$ cat config.mk
export PLATFORM = sky130hd
export DESIGN_NAME = alu_cmd_sequencer_flat
export DESIGN_NICKNAME = d
export VERILOG_FILES = /design/src/rtl/alu_cmd_sequencer_if.sv /design/src/rtl/alu_cmd_sequencer.sv /design/src/flat_wrapper.sv
export SDC_FILE = /design/constraint.sdc
export NUM_CORES = 1
export LEC_CHECK = 0
export BUFFER_PORTS_ARGS = -buffer_cell sky130_fd_sc_hd__clkbuf_2
export CAP_MARGIN = 20
export CORE_ASPECT_RATIO = 0.6
export CORE_UTILIZATION = 54
export DETAILED_ROUTE_END_ITERATION = 6
export PLACE_DENSITY = 0.76
export SETUP_SLACK_MARGIN = 0.2
export SLEW_MARGIN = 0
export SYNTH_ARGS = -nofsm -noshare
export SYNTH_HDL_FRONTEND = slang
export SYNTH_SLANG_ARGS = --single-unit
export TNS_END_PERCENT = 20
$ cat constraint.sdc
create_clock -name clk -period 5.9 [get_ports clk]
set_input_delay 1.18 -clock clk [delete_from_list [all_inputs] [get_ports clk]]
set_output_delay 1.18 -clock clk [all_outputs]
set_load 0.1 [all_outputs]
$ cat src/rtl/alu_cmd_sequencer_if.sv
// Command and result handshake bundle between an upstream producer, the
// ALU command sequencer and the downstream result consumer.
interface alu_cmd_sequencer_if #(
  parameter int WIDTH = 4,
  parameter int SEL_W = 3
);
  logic             cmd_valid;
  logic             cmd_ready;
  logic [WIDTH-1:0] cmd_a;
  logic [WIDTH-1:0] cmd_b;
  logic [SEL_W-1:0] cmd_sel;
  logic             cmd_acc;
  logic             res_valid;
  logic             res_ready;
  logic [WIDTH-1:0] res_data;

  modport master (
    output cmd_valid, cmd_a, cmd_b, cmd_sel, cmd_acc, res_ready,
    input  cmd_ready, res_valid, res_data
  );

  modport slave (
    input  cmd_valid, cmd_a, cmd_b, cmd_sel, cmd_acc, res_ready,
    output cmd_ready, res_valid, res_data
  );
endinterface

$ cat src/rtl/alu_cmd_sequencer.sv
// Buffers ALU commands in a FIFO, issues them one at a time and holds each
// result until drained. Optional accumulator operand via ALU_SEQ_ACC_EN.
module alu_cmd_sequencer #(
  parameter int WIDTH = 4,
  parameter int SEL_W = 3,
  parameter int DEPTH = 4
) (
  input  logic                 clk,
  input  logic                 rst,
  alu_cmd_sequencer_if.slave   bus,
  output logic [WIDTH-1:0]     alu_a,
  output logic [WIDTH-1:0]     alu_b,
  output logic [SEL_W-1:0]     alu_s,
  input  logic [WIDTH-1:0]     alu_y,
  output logic                 busy
);
  localparam int AW = (DEPTH > 1) ? $clog2(DEPTH) : 1;
  localparam logic [AW:0] FULL_CNT = (AW+1)'(DEPTH);

  typedef struct packed {
    logic             acc;
    logic [SEL_W-1:0] sel;
    logic [WIDTH-1:0] b;
    logic [WIDTH-1:0] a;
  } cmd_t;

  typedef enum logic [1:0] {IDLE, EXEC, DONE} state_t;

  cmd_t             mem [DEPTH];
  cmd_t             head;
  logic [AW-1:0]    wr_ptr, rd_ptr;
  logic [AW:0]      count;
  logic             full, empty, push, pop, capture, release_res;
  state_t           state_q, state_d;
  logic [WIDTH-1:0] next_a;
  logic [WIDTH-1:0] res_q;
  logic             res_vld_q;

  assign full          = (count == FULL_CNT);
  assign empty         = (count == '0);
  assign bus.cmd_ready = !full;
  assign push          = bus.cmd_valid && !full;
  assign head          = mem[rd_ptr];
  assign busy          = (state_q != IDLE) || !empty;
  assign bus.res_valid = res_vld_q;
  assign bus.res_data  = res_q;

`ifdef ALU_SEQ_ACC_EN
  logic [WIDTH-1:0] acc_q;
  always_ff @(posedge clk) begin
    if (rst)          acc_q <= '0;
    else if (capture) acc_q <= alu_y;
  end
  assign next_a = head.acc ? acc_q : head.a;
`else
  logic unused_acc;
  assign unused_acc = head.acc;
  assign next_a     = head.a;
`endif

  always_comb begin
    state_d     = state_q;
    pop         = 1'b0;
    capture     = 1'b0;
    release_res = 1'b0;
    case (state_q)
      IDLE: if (!empty) begin
        pop     = 1'b1;
        state_d = EXEC;
      end
      EXEC: begin
        capture = 1'b1;
        state_d = DONE;
      end
      DONE: if (res_vld_q && bus.res_ready) begin
        release_res = 1'b1;
        // Chain straight into the next command to keep a 2-cycle cadence.
        if (!empty) begin
          pop     = 1'b1;
          state_d = EXEC;
        end else begin
          state_d = IDLE;
        end
      end
      default: state_d = IDLE;
    endcase
  end

  // Storage has no reset; validity is tracked entirely by the pointers.
  always_ff @(posedge clk) begin
    if (!rst && push) mem[wr_ptr] <= '{acc: bus.cmd_acc, sel: bus.cmd_sel,
                                       b: bus.cmd_b, a: bus.cmd_a};
  end

  always_ff @(posedge clk) begin
    if (rst) begin
      state_q   <= IDLE;
      wr_ptr    <= '0;
      rd_ptr    <= '0;
      count     <= '0;
      alu_a     <= '0;
      alu_b     <= '0;
      alu_s     <= '0;
      res_q     <= '0;
      res_vld_q <= 1'b0;
    end else begin
      state_q <= state_d;
      count   <= count + (AW+1)'(push) - (AW+1)'(pop);
      if (push) wr_ptr <= wr_ptr + AW'(1);
      if (pop) begin
        rd_ptr <= rd_ptr + AW'(1);
        alu_a  <= next_a;
        alu_b  <= head.b;
        alu_s  <= head.sel;
      end
      if (capture) begin
        res_q     <= alu_y;
        res_vld_q <= 1'b1;
      end else if (release_res) begin
        res_vld_q <= 1'b0;
      end
    end
  end
endmodule

$ cat src/flat_wrapper.sv
// flat-port wrapper written by rule: the top's interface ports become plain ports
module alu_cmd_sequencer_flat 
#(
  parameter int WIDTH = 4,
  parameter int SEL_W = 3,
  parameter int DEPTH = 4
)
  (clk, rst, alu_a, alu_b, alu_s, alu_y, busy, bus_cmd_valid, bus_cmd_a, bus_cmd_b, bus_cmd_sel, bus_cmd_acc, bus_res_ready, bus_cmd_ready, bus_res_valid, bus_res_data);
  alu_cmd_sequencer_if #(.WIDTH(WIDTH), .SEL_W(SEL_W)) bus_i ();
  input  logic clk;
  input  logic rst;
  output logic [WIDTH-1:0] alu_a;
  output logic [WIDTH-1:0] alu_b;
  output logic [SEL_W-1:0] alu_s;
  input  logic [WIDTH-1:0] alu_y;
  output logic busy;
  input wire logic [$bits(bus_i.cmd_valid)-1:0] bus_cmd_valid;
  input wire logic [$bits(bus_i.cmd_a)-1:0] bus_cmd_a;
  input wire logic [$bits(bus_i.cmd_b)-1:0] bus_cmd_b;
  input wire logic [$bits(bus_i.cmd_sel)-1:0] bus_cmd_sel;
  input wire logic [$bits(bus_i.cmd_acc)-1:0] bus_cmd_acc;
  input wire logic [$bits(bus_i.res_ready)-1:0] bus_res_ready;
  output wire logic [$bits(bus_i.cmd_ready)-1:0] bus_cmd_ready;
  output wire logic [$bits(bus_i.res_valid)-1:0] bus_res_valid;
  output wire logic [$bits(bus_i.res_data)-1:0] bus_res_data;
  assign bus_i.cmd_valid = bus_cmd_valid;
  assign bus_i.cmd_a = bus_cmd_a;
  assign bus_i.cmd_b = bus_cmd_b;
  assign bus_i.cmd_sel = bus_cmd_sel;
  assign bus_i.cmd_acc = bus_cmd_acc;
  assign bus_i.res_ready = bus_res_ready;
  assign bus_cmd_ready = bus_i.cmd_ready;
  assign bus_res_valid = bus_i.res_valid;
  assign bus_res_data = bus_i.res_data;
  alu_cmd_sequencer #(.WIDTH(WIDTH), .SEL_W(SEL_W), .DEPTH(DEPTH)) u_core (.clk(clk), .rst(rst), .bus(bus_i), .alu_a(alu_a), .alu_b(alu_b), .alu_s(alu_s), .alu_y(alu_y), .busy(busy));
endmodule
## Word level (Yosys, flattened, before mapping)

Memories as Yosys holds them, arrays and structs flattened. A register that Yosys moved wholly into a read port is not among the register bits.
Index checks and enable logic that the tools add are counted.

- Output and inout bits: 18
- Bits in writable memories: 48
- Memories kept: 1
- Flip-flop bits (word level): 14
- Input bits: 20

Memory list:

| memory | depth | width | read ports | clocked after memory_dff | wr ports | RTL line | source |
|---|---|---|---|---|---|---|---|
| u_core.mem | 4 | 12 | 1 | 1 | 1 | alu_cmd_sequencer.sv:29 | `cmd_t mem [DEPTH];` |

- Equality and inequality tests: 5
- Reductions and logical operators: 12
- Add/subtract/negate cells: 4
- Multiplexer cells: 14

Operators with widths:

| cell | number |
|---|---|
| $mux W1 | 10 |
| $pmux W2 S3 | 1 |
| $add A2 B1 Y2 const B | 2 |
| $mux W2 | 2 |
| $reduce_bool A2 Y1 | 2 |
| $add A3 B1 Y3 | 1 |
| $eq A3 B3 Y1 const B | 1 |
| $logic_and A1 B1 Y1 | 3 |
| $logic_not A1 Y1 | 3 |
| $logic_not A3 Y1 | 1 |
| $sub A3 B1 Y3 | 1 |
| $eq A2 B1 Y1 const B | 1 |
| $eq A2 B2 Y1 const B | 1 |
| $logic_not A2 Y1 | 1 |
| $ne A2 B1 Y1 const B | 1 |
| $ne A2 B2 Y1 const B | 1 |
| $pmux W1 S2 | 1 |
| $reduce_and A2 Y1 | 1 |
| $logic_or A1 B1 Y1 | 1 |

## Logic depth before layout (Yosys ltp)

Gate-level depths: netlist (run 1).

- Word-level depth: 6
- Gate-level depth with buffers: 10
- Mapped depth without buffers: 10

## Least setup slack after synthesis (run 1)

OpenSTA, ideal clock, no wires.

- Path kind: input port to flip-flop
- Start point: input bus_res_ready
- End point: register u_core.count[2]
- Cell stages on the path: 10
- Arrival: 2.823 ns
- Slack: 2.999 ns
- Cells stage by stage: a21boi_2 nor3_1 ha_1 inv_1 ha_1 inv_1 fa_1 xor2_1 and2_1 nor3_1

- Cells in the longest elaborated chain, start to end: 4

RTL lines:

| what | RTL line | source |
|---|---|---|
| start: declaration | flat_wrapper.sv:22 | `input wire logic [$bits(bus_i.res_ready)-1:0] bus_res_ready;` |
| $logic_and A1 B1 Y1 | alu_cmd_sequencer.sv:75 | `DONE: if (res_vld_q && bus.res_ready) begin` |
| $mux W1 | alu_cmd_sequencer.sv:75 |  |
| $pmux W1 S2 | alu_cmd_sequencer.sv:66 | `case (state_q)` |
| net u_core.pop | alu_cmd_sequencer.sv:33 | `logic full, empty, push, pop, capture, release_res;` |
| $sub A3 B1 Y3 | alu_cmd_sequencer.sv:108 | `count <= count + (AW+1)'(push) - (AW+1)'(pop);` |
| end signal: assignment | alu_cmd_sequencer.sv:108 |  |
| end: declaration | alu_cmd_sequencer.sv:32 | `logic [AW:0] count;` |

The timed path passes the listed nets, and every way through them passes these cells.
A chain may end at the register's enable or synchronous reset.

## Worst setup path in the final report (run 1)

- Start point: register u_core.count[1]
- End point: output busy

- Cells in the longest elaborated chain, start to end: 3

RTL lines:

| what | RTL line | source |
|---|---|---|
| $logic_not A3 Y1 | alu_cmd_sequencer.sv:40 | `assign empty = (count == '0);` |
| $logic_not A1 Y1 | alu_cmd_sequencer.sv:44 | `assign busy = (state_q != IDLE) \|\| !empty;` |
| $logic_or A1 B1 Y1 | alu_cmd_sequencer.sv:44 |  |
| end: declaration | flat_wrapper.sv:16 | `output logic busy;` |

Every way passes these cells.

==> impl_metrics.ini, run 1 <==
[status]
status = finished clean

[yosys]
ys_seq_area_share_pct = 65.2
syn-mean-instance-area_sq_um = 14.9
synth.area.top_cells = edfxtp_1 47%, dfxtp_1 18%, mux4_2 4.8%, mux4_1 4.7%, o31ai_1 3.2%
synth_edf_count = 44
syn_area_sq_mm = 0.00279
synth_common_cells = 44 x edfxtp_1, 25 x dfxtp_1, 14 x a21oi_1
ys_warn_count = 0
synth_top_area_share_pct = 47.3
synth_cell_type_count = 34
synthMostInstantiatedCell = edfxtp_1
ys.flop_type = edfxtp_1
synthArstFlopShare_pct = 0
netlist_instances = 188
ys_ff_latch = 69
syn-num-nets = 215
synth_top_cell_by_area = edfxtp_1

[final_layout]
nFillCells = 354
post-route-util_pct = 66.0
area_growth_syn_to_layout_pct = 12.9
layout.nets = 248
multi_input_area_sq_um = 861
drive_above_1_share_pct = 26.1
insertedDiodeCount = 0
ff_latch_area_sq_mm = 0.00182

[worst_setup_path]
critPathKind = flip-flop to output pin
end_kind = output pin
startpoint_type = flip-flop
arrival_ns = 2.04
crit_fanout = 13
reg2reg_setup_slack_ns = 3.11
required_ns = 4.72

[sta]
setup_viol = 0
rsz0062_at_grt = false
post-route-min-period_ns = 3.22
setup_slack_ns = 2.68
slew_headroom_pct = 37.4
maxSlewViolCount = 0
worst_pin_slew_ns = 0.934
finClkSkew_ns = 0.00837
fin_tns_setup_ns = 0
worst_hold_slack_ns = 0.476
timing.fmax_mhz = 310
final_hold_viol_count = 0
fin_crit_sh_pct = 54.6

[floorplanning]
die_x_microns = 94.8
dieArea_sq_mm = 0.00547
core_sq_mm = 0.00478
die_h_microns = 57.7
rows = 19
io_pins = 38
start_util_pct = 58.4

[drt]
finalWirelength_microns = 4630
ant_nets = 0
vias = 1645
drt_iter0_drc = 153
drc_errors = 0
via_per_inst = 5.69
post_drt_wl_per_cell_microns = 16.0
drt_pre_antenna_iters = 4

[power_and_ir_drop]
internal_power_w = 0.000980
p_comb_share_pct = 41.6
cellPowerDensity_mw_per_mm2 = 565
clkPwrFrac_pct = 20.1
swShare_pct = 45.0
ir_drop_mv = 0.331
switchingPower_w = 0.000801
static-leakage-power_nw = 1.17
seqPwrFrac_pct = 38.3

[cts]
clkSlewWorstSetupHoldPaths_ns = 0.06
cts_tree = done
clock_latency_ns = 0.34
cts_buffers = 9
cts-root-buf = clkbuf_8
cts_sinks = 69
cts_hold_buf = 0
cts_setup_buffers = 0
ctsResizeCount = 0
cts_max_level = 3
clock_path_buffers = 2

[placed_design]
gp_congestion = 0.712
port_buffers = 36
dpl_worst_slack_ns = 2.41
hpwl_microns = 3150

[grt]
grt_first_pass_wirelength_microns = 7530
grt_use_total_pct = 19.7
grt_start_max_net_pins = 28
grt_pass1_vias = 1514
grt-ovfl-total = 0
antenna_found_initial = 0

[run]
cap_violations = 0

[min_path]
holdCritPathClass = flip-flop to flip-flop
==> power by group through the flow <==
stage / clock network (W) / logic, W / registers (W)
floorplan: 0 / 0.000408 / 0.000933
global placement: 0 / 0.000735 / 0.000692
detailed placement: 0 / 0.000742 / 0.000693
global route: 0.000387 / 0.000795 / 0.000698
finish: 0.000358 / 0.000741 / 0.000683
CTS: 0.000364 / 0.000744 / 0.000684
==> worst paths after layout <==
path,startpoint,end,cells past startpoint
worst min register to register,u_core.alu_s[1],u_core.alu_s[1],2
worst min-delay path,u_core.alu_s[1],u_core.alu_s[1],2
worst max register to register,u_core.count[1],u_core.count[2],10
worst max-delay path,u_core.count[1],busy,3
==> state kept, by name, summed over array words and instances, names as in the netlist <==
register,cells
u_core.alu_a,4
u_core.alu_b,4
u_core.alu_s,3
u_core.bus.res_data,4
u_core.bus.res_valid,1
u_core.count,3
u_core.mem,44
u_core.rd_ptr,2
u_core.state_q,2
u_core.wr_ptr,2
==> cell type report <==
cell class / count / share of cell area, %
clock buffers: 11 / 4.17
clock inverters: 5 / 1.63
inverters: 8 / 0.952
multi-input cells: 97 / 27.3
flip-flops and latches: 69 / 57.8
well taps: 63 / 2.50
repair buffers: 36 / 5.71
==> kinds of logic after synthesis <==
family	share of synthesized area, %
buffers and inverters	3.94
AND/OR/NAND/NOR	8.07
flip-flops	65.2
adder cells (fa/ha/maj)	3.40
XOR/XNOR	0.314
multiplexers	11.0
AO/OA/AOI/OAI	8.07
==> metal layers <==
metal	up-vias	wire length, microns	GRT usage [%]
met4	0	56	6.49
met1	808	2210	27.2
li1	794	-	-
met2	36	2090	27.6
met3	7	280	9.32
met5	-	0	0
==> layout by cell type (no fill, tap or decap) <==
cell,instances
nand2b_1,1
clkbuf_1,2
nor2_1,10
a311oi_1,1
nor3_1,3
nor3b_1,1
or4_1,1
a21bo_2,1
clkinv_1,1
clkbuf_2,36
o31ai_1,12
nor4_1,1
fa_1,1
clkinv_2,2
ha_1,6
or3_1,2
nor3_2,1
edfxtp_1,44
mux4_1,5
clkbuf_8,9
nand3_1,2
and2_1,5
a21oi_1,14
a211oi_1,1
inv_1,8
xor2_1,1
dfxtp_1,25
a21boi_2,1
clkinvlp_4,1
bufinv_16,1
nor2b_1,2
o21ai_0,2
a31o_2,1
mux4_2,6
a41oi_1,1
mux2i_1,4
nand4_1,11
==> worst max-delay path, stage by stage (launching register included) <==
cell and delay (ns):
dfxtp_1 0.37, or3_1 0.58, or3_1 0.38, clkbuf_2 0.37
==> stage by stage <==
step | std cells | cell area [sq um] | total power [W]
2_1_floorplan | 188 | 2790 | 0.00134
3_3_place_gp | 273 | 2970 | 0.00143
3_5_place_dp | 273 | 2970 | 0.00144
4_1_cts | 289 | 3150 | 0.00179
5_1_grt | 289 | 3150 | 0.00188
6_report | 289 | 3150 | 0.00178
No activity file was read; power rests on OpenSTA's default activity.
==> run 2, diff against run 1 <==
--- a/config.mk
+++ b/config.mk
@@ -5,12 +5,13 @@
 export SDC_FILE = /design/constraint.sdc
 export NUM_CORES = 1
 export LEC_CHECK = 0
+export ABC_AREA = 1
 export BUFFER_PORTS_ARGS = -buffer_cell sky130_fd_sc_hd__clkbuf_2
 export CAP_MARGIN = 20
 export CORE_ASPECT_RATIO = 0.6
-export CORE_UTILIZATION = 54
+export CORE_UTILIZATION = 51
 export DETAILED_ROUTE_END_ITERATION = 6
-export PLACE_DENSITY = 0.76
+export PLACE_DENSITY = 0.75
 export SETUP_SLACK_MARGIN = 0.2
 export SLEW_MARGIN = 0
 export SYNTH_ARGS = -nofsm -noshare
==> constraint.sdc (replaced) <==
create_clock -name clk -period 2.9 [get_ports clk]
set_input_delay 0.58 -clock clk [delete_from_list [all_inputs] [get_ports clk]]
set_output_delay 0.58 -clock clk [all_outputs]
set_load 0.1 [all_outputs]
==> run 2 against run 1 <==
  * Die area is 11% higher
  * Non-clock buffer count is 11 higher
  * Combinational power is 140% higher
  * Total power is 120% higher
  * Flip-flop and latch count stayed put
  * Routed wire length is 7.6% higher
  * Synthesized cell count is 71% higher
  * Register-to-register slack worse by 2.2 ns
  * Hold slack worse by 0.017 ns
  * Synthesized area is 5.3% higher
  * Clock skew is 0.0025 ns higher
  * Via count is 21% higher
  * Critical path type is now flip-flop to flip-flop
==> impl_metrics.ini, run 2 <==
[grt]
grt-ovfl-total = 0
use_met3_pct = 7.72
grt_first_pass_wirelength_microns = 8060
grt-busiest-layer = met2
grt_use_total_pct = 18.4
grt_pass1_vias = 1789
met2_usage_pct = 29.2
antenna_found_initial = 0
grtUsageMet1_pct = 23.6
grt_start_max_net_pins = 27

[drt]
finalWirelength_microns = 4980
drt_iter0_drc = 49
drt_pre_antenna_iters = 4
via_per_inst = 4.41
vias = 1994
drc_errors = 0
ant_nets = 0
post_drt_wl_per_cell_microns = 11.0

[cts]
cts_sinks = 69
ctsResizeCount = 0
cts_hold_buf = 0
cts_setup_buffers = 0
clkSlewWorstSetupHoldPaths_ns = 0.07
cts_tree = done
cts_max_level = 3
cts_buffers = 9
cts-root-buf = clkbuf_8
clock_path_buffers = 2
clock_latency_ns = 0.34

[yosys]
syn-mean-instance-area_sq_um = 9.14
synth_compound_area_share_pct = 2.00
synthArstFlopShare_pct = 0
synth_cell_type_count = 22
ys_seq_area_share_pct = 61.9
ys_ff_latch = 69
synth.area.top_cells = edfxtp_1 45%, dfxtp_1 17%, nand2_1 14%, inv_1 6.1%, nor2_1 5.7%
syn_area_sq_mm = 0.00294
netlist_instances = 322
synth_simple_gate_area_share_pct = 23.1
synthMostInstantiatedCell = nand2_1
synth_common_cells = 110 x nand2_1, 48 x inv_1, 45 x nor2_1
synth_xor_area_share_pct = 0.595
synth_top_area_share_pct = 44.9
ys.flop_type = edfxtp_1
synth.area.mux_share_pct = 0
ys_warn_count = 0
synth_edf_count = 44
synth_top_cell_by_area = edfxtp_1
synth_top_family_by_area = simple AND/OR/NAND/NOR gates
syn-num-nets = 349
synth_fa_ha_area_share_pct = 3.23

[final_layout]
layout.nets = 397
area_growth_syn_to_layout_pct = 16.1
multi_input_area_sq_um = 850
final_area_sq_mm = 0.00342
nFillCells = 447
largest_reg_flops = 44
ff_latch_area_sq_mm = 0.00182
largest_register = u_core.mem
final_common_cell = nand2_1
final_cell_mix = 110 x nand2_1, 48 x inv_1, 45 x nor2_1
insertedDiodeCount = 0
drive_above_1_share_pct = 18.4

[placed_design]
hpwl_microns = 3390
gp_congestion = 0.728
port_buffers = 36
postPlaceCellArea_sq_mm = 0.00323

[worst_setup_path]
path_delay_family = adder cells
critPathKind = flip-flop to flip-flop
startpoint_type = flip-flop
arrival_ns = 2.18
crit_chain = nor2_2 > nand2_2 > nand3_4 > inv_1 > ha_1 > inv_1 > ha_1 > inv_1 > fa_1 > nor2_1 > nor2_1
required_ns = 3.13
slowest_stage = fa_1
path_buf_inv = 3
critPathMaxStageDelay_ns = 0.43
end_kind = flip-flop
crit_top_cell = inv_1
crit_fanout = 3

[sta]
finClkSkew_ns = 0.0108
fin_crit_sh_pct = 67.2
fin_tns_setup_ns = 0
slew_headroom_pct = 63.5
final_hold_viol_count = 0
worst_pin_slew_ns = 0.549
maxSlewViolCount = 0
timing.fmax_mhz = 513
setup_viol = 0
post-route-min-period_ns = 1.95
rsz0062_at_grt = false

[min_path]
holdCritPathClass = input pin to flip-flop

[status]
status = finished clean

[power_and_ir_drop]
cellPowerDensity_mw_per_mm2 = 1120
ir_drop_mv = 0.461
static-leakage-power_nw = 1.63

[floorplanning]
rows = 20
die_h_microns = 60.8
core_sq_mm = 0.00531
start_util_pct = 55.4
die_x_microns = 100
io_pins = 38
dieArea_sq_mm = 0.00609

[run]
cap_violations = 0
==> run 2: cell count changes in the layout (fill, tap and decap cells not counted), moves of 5 or more <==
cell and change:
nand4_1 -10, o31ai_1 -12, nand3_1 +10, inv_1 +40, mux4_1 -5, a21oi_1 -12
nand2_1 +110, and2_1 -5, nor2_1 +35, mux4_2 -6, buf_4 +11, o21ai_0 +5
==> run 2: where the power goes <==
group,total [W],internal [W],switching [W],leakage [nW]
registers,0.00132,0.00121,0.000103,0.606
clock network,0.000729,0.000390,0.000339,0.0887
logic,0.00179,0.000419,0.00137,0.931
total,0.00383,0.00202,0.00181,1.63
==> run 2: worst paths after layout <==
path                            cells after the start              endpoint  slack [ns]              start
worst min-delay path                                2  u_core.bus.res_valid        0.46      bus_res_ready
worst min register to register                      1     u_core.state_q[1]        0.48  u_core.state_q[0]
worst max-delay path                               11       u_core.count[2]        0.95    u_core.count[1]
worst max register to register                     11       u_core.count[2]        0.95    u_core.count[1]
==> run 2: metal layers <==
layer	wire, microns	vias up
met5	0	-
li1	-	1088
met4	35	0
met1	2450	862
met2	2200	40
met3	295	4
==> run 2: cell families (layout without fill, tap and decap cells) <==
family                     after synthesis  after routing
AOI/OAI and AO/OA                       11             11
xor gates and xnor gates                 2              2
adders and majority gates                7              7
buffers and inverters                   62            115
DFF                                     69             69
and+or+nand+nor                        171            171
==> run 2: area by class of cell <==
class / instances / share of cell area (%)
clock buffers: 9 / 3.63
multi-input cells: 191 / 24.9
repair buffers: 47 / 7.69
clock inverters: 7 / 1.94
well taps: 77 / 2.82
flip-flops and latches: 69 / 53.3
inverters: 52 / 5.71
==> run 2: stage by stage <==
step | utilization, % | cells | hold slack [ns] | total power [W] | setup WS, ns
detailed placement | 60.8 | 436 | 0.473 | 0.00313 | 0.700
global placement | 60.8 | 436 | 0.464 | 0.00309 | 0.728
finish | 64.4 | 452 | 0.460 | 0.00383 | 0.950
floorplan | - | 322 | 0.459 | 0.00288 | 0.201
CTS | 64.4 | 452 | 0.448 | 0.00386 | 0.940
global route | 64.4 | 452 | 0.436 | 0.00410 | 0.831
==> run 3, diff against run 2 <==
==> constraint.sdc (replaced) <==
create_clock -name clk -period 1.7 [get_ports clk]
set_input_delay 0.34 -clock clk [delete_from_list [all_inputs] [get_ports clk]]
set_output_delay 0.34 -clock clk [all_outputs]
set_load 0.1 [all_outputs]
==> run 3 against run 2 <==
  * The run now ends with setup timing left
  * Total power up 87%
  * Clock skew fell by 0.0048 ns
  * Setup slack lost 1.0 ns
  * Cell count up 2.9%
  * Routed wire length up 20%
  * Maximum frequency grew 11%
  * Critical endpoint is now u_core.count[1]
==> impl_metrics.ini, run 3 (synthesis results as in run 2) <==
[status]
status = finished with violations
violations = setup timing

[drt]
post_drt_wl_per_cell_microns = 12.8
drc_errors = 0
drt_pre_antenna_iters = 4
drt_iter0_drc = 51
via_per_inst = 4.54
ant_nets = 0
finalWirelength_microns = 5970
vias = 2109

[sta]
worst_pin_slew_ns = 0.553
rsz0062_at_grt = true
maxSlewViolCount = 0
finClkSkew_ns = 0.00603
setup_viol = 1
final_hold_viol_count = 0
setup_slack_ns = -0.0560
slew_headroom_pct = 63.3
worst_hold_slack_ns = 0.207
post-route-min-period_ns = 1.76
fin_crit_sh_pct = 103
timing.fmax_mhz = 569

[power_and_ir_drop]
p_comb_share_pct = 52.2
switchingPower_w = 0.00336
seqPwrFrac_pct = 31.4
swShare_pct = 46.8
cellPowerDensity_mw_per_mm2 = 1930
static-leakage-power_nw = 1.74
internal_power_w = 0.00382
clkPwrFrac_pct = 16.4
ir_drop_mv = 0.733

[worst_setup_path]
critPathKind = flip-flop to flip-flop
cp_num_cells = 10
path_buf_inv = 4
startpoint_type = flip-flop
end_kind = flip-flop
crit_chain = inv_1 > nand2_2 > nand3_4 > inv_2 > ha_4 > inv_4 > ha_4 > inv_2 > fa_2 > nor2_1
worstReg2RegStart = u_core.count[2]
arrival_ns = 1.98
path_delay_family = adder cells
reg2reg_setup_slack_ns = -0.06
reg2reg_to = u_core.count[1]
required_ns = 1.93
slowest_stage = fa_2
startpoint = u_core.count[2]
crit_fanout = 2
critPathMaxStageDelay_ns = 0.52
endpoint = u_core.count[1]
r2r_cells = 10

[final_layout]
final_common_cell = nand2_1
area_growth_syn_to_layout_pct = 26.6
largest_reg_flops = 44
instances_no_fill = 465
largest_register = u_core.mem
final_area_sq_mm = 0.00372
insertedDiodeCount = 0
layout.nets = 410
nFillCells = 392
drive_above_1_share_pct = 26.0
final_cell_mix = 105 x nand2_1, 44 x inv_1, 44 x edfxtp_1
post-route-util_pct = 70.2

[floorplanning]
die_x_microns = 100
dieArea_sq_mm = 0.00609
die_h_microns = 60.8
start_util_pct = 55.4
core_sq_mm = 0.00531
rows = 20
io_pins = 38

[placed_design]
gp_congestion = 0.731
postPlaceCellArea_sq_mm = 0.00337
port_buffers = 36
dpl_worst_slack_ns = -0.0509
dpl.cell_count = 440
hpwl_microns = 3630

[cts]
cts_hold_buf = 0
clkSlewWorstSetupHoldPaths_ns = 0.07
cts_max_level = 3
cts_buffers = 9
cts_tree = done
clock_path_buffers = 2
cts-root-buf = clkbuf_8
cts_sinks = 69
clock_latency_ns = 0.34

[grt]
grt-ovfl-total = 0
grt_first_pass_wirelength_microns = 9010
grt_start_max_net_pins = 27
grt_pass1_vias = 1969
antenna_found_initial = 0
grt_use_total_pct = 20.7

[min_path]
holdCritPathClass = input pin to flip-flop

[run]
cap_violations = 0
-- run 3: changes by cell type in the layout (fill, tap and decap cells not counted), sizes merged --
cell	change
bufinv	-1
clkinv	-1
clkinvlp	-3
buf	+24
clkbuf	-6
-- run 3: area by class of cell --
class                           instances  area, sq um  share of cell area (%)
Sequential cell                        69         1830                    49.1
Clock inverter                          2         10.0                   0.269
Tap cell                               77         96.3                    2.59
Timing Repair Buffer                   60          477                    12.8
Clock buffer                           14          163                    4.37
Inverter                               52          200                    5.37
Multi-Input combinational cell        191          948                    25.5
-- run 3: per-stage QoR --
step	total power, W	TNS [ns]
3_3_place_gp	0.00563	-0.0346
3_5_place_dp	0.00569	-0.0509
4_1_cts	0.00697	-0.0147
5_1_grt	0.00763	-0.184
2_1_floorplan	0.00505	-4.91
6_report	0.00718	-0.0560
-- run 3: timing repair --
item	4_1_cts	5_1_grt
resized for setup	9	26
setup buffers	1	7
pin swaps	4	8
endpoints found under the setup margin	51	58
gates cloned	0	1
-- run 3: worst min path at each step --
stage | depth (start not counted) | end | from
after floorplan | 1 | u_core.rd_ptr[1] | rst
after global placement | 2 | u_core.bus.res_data[2] | u_core.bus.res_data[2]
after detailed placement | 2 | u_core.bus.res_data[2] | u_core.bus.res_data[2]
after CTS | 1 | u_core.mem[3][0] | bus_cmd_a[0]
after global routing | 1 | u_core.mem[0][3] | bus_cmd_a[3]
final | 2 | u_core.bus.res_valid | bus_res_ready
-- run 3: worst register-to-register path: stages, from the launching register on --
cell,delay (ns)
dfxtp_1,0.35
inv_1,0.08
nand2_2,0.10
nand3_4,0.07
inv_2,0.07
ha_4,0.20
inv_4,0.06
ha_4,0.12
inv_2,0.03
fa_2,0.52
nor2_1,0.04
-- run 3: power by group through the flow --
| stage | Clock [W] | Combinational [W] | Sequential [W] |
|---|---|---|---|
| global route | 0.00126 | 0.00408 | 0.00228 |
| finish | 0.00118 | 0.00374 | 0.00226 |
| floorplan | 0 | 0.00182 | 0.00323 |
| CTS | 0.00120 | 0.00353 | 0.00225 |
| detailed placement | 0 | 0.00342 | 0.00227 |
| global placement | 0 | 0.00337 | 0.00226 |
-- run 3: metal layers --
| metal | part of all wire (%) | wire, microns | GRT usage, % |
|---|---|---|---|
| met5 | 0 | 0 | 0 |
| met4 | 1.3 | 75 | 9.32 |
| met3 | 5.5 | 328 | 6.80 |
| met2 | 47 | 2830 | 33.8 |
| met1 | 46 | 2740 | 25.8 |
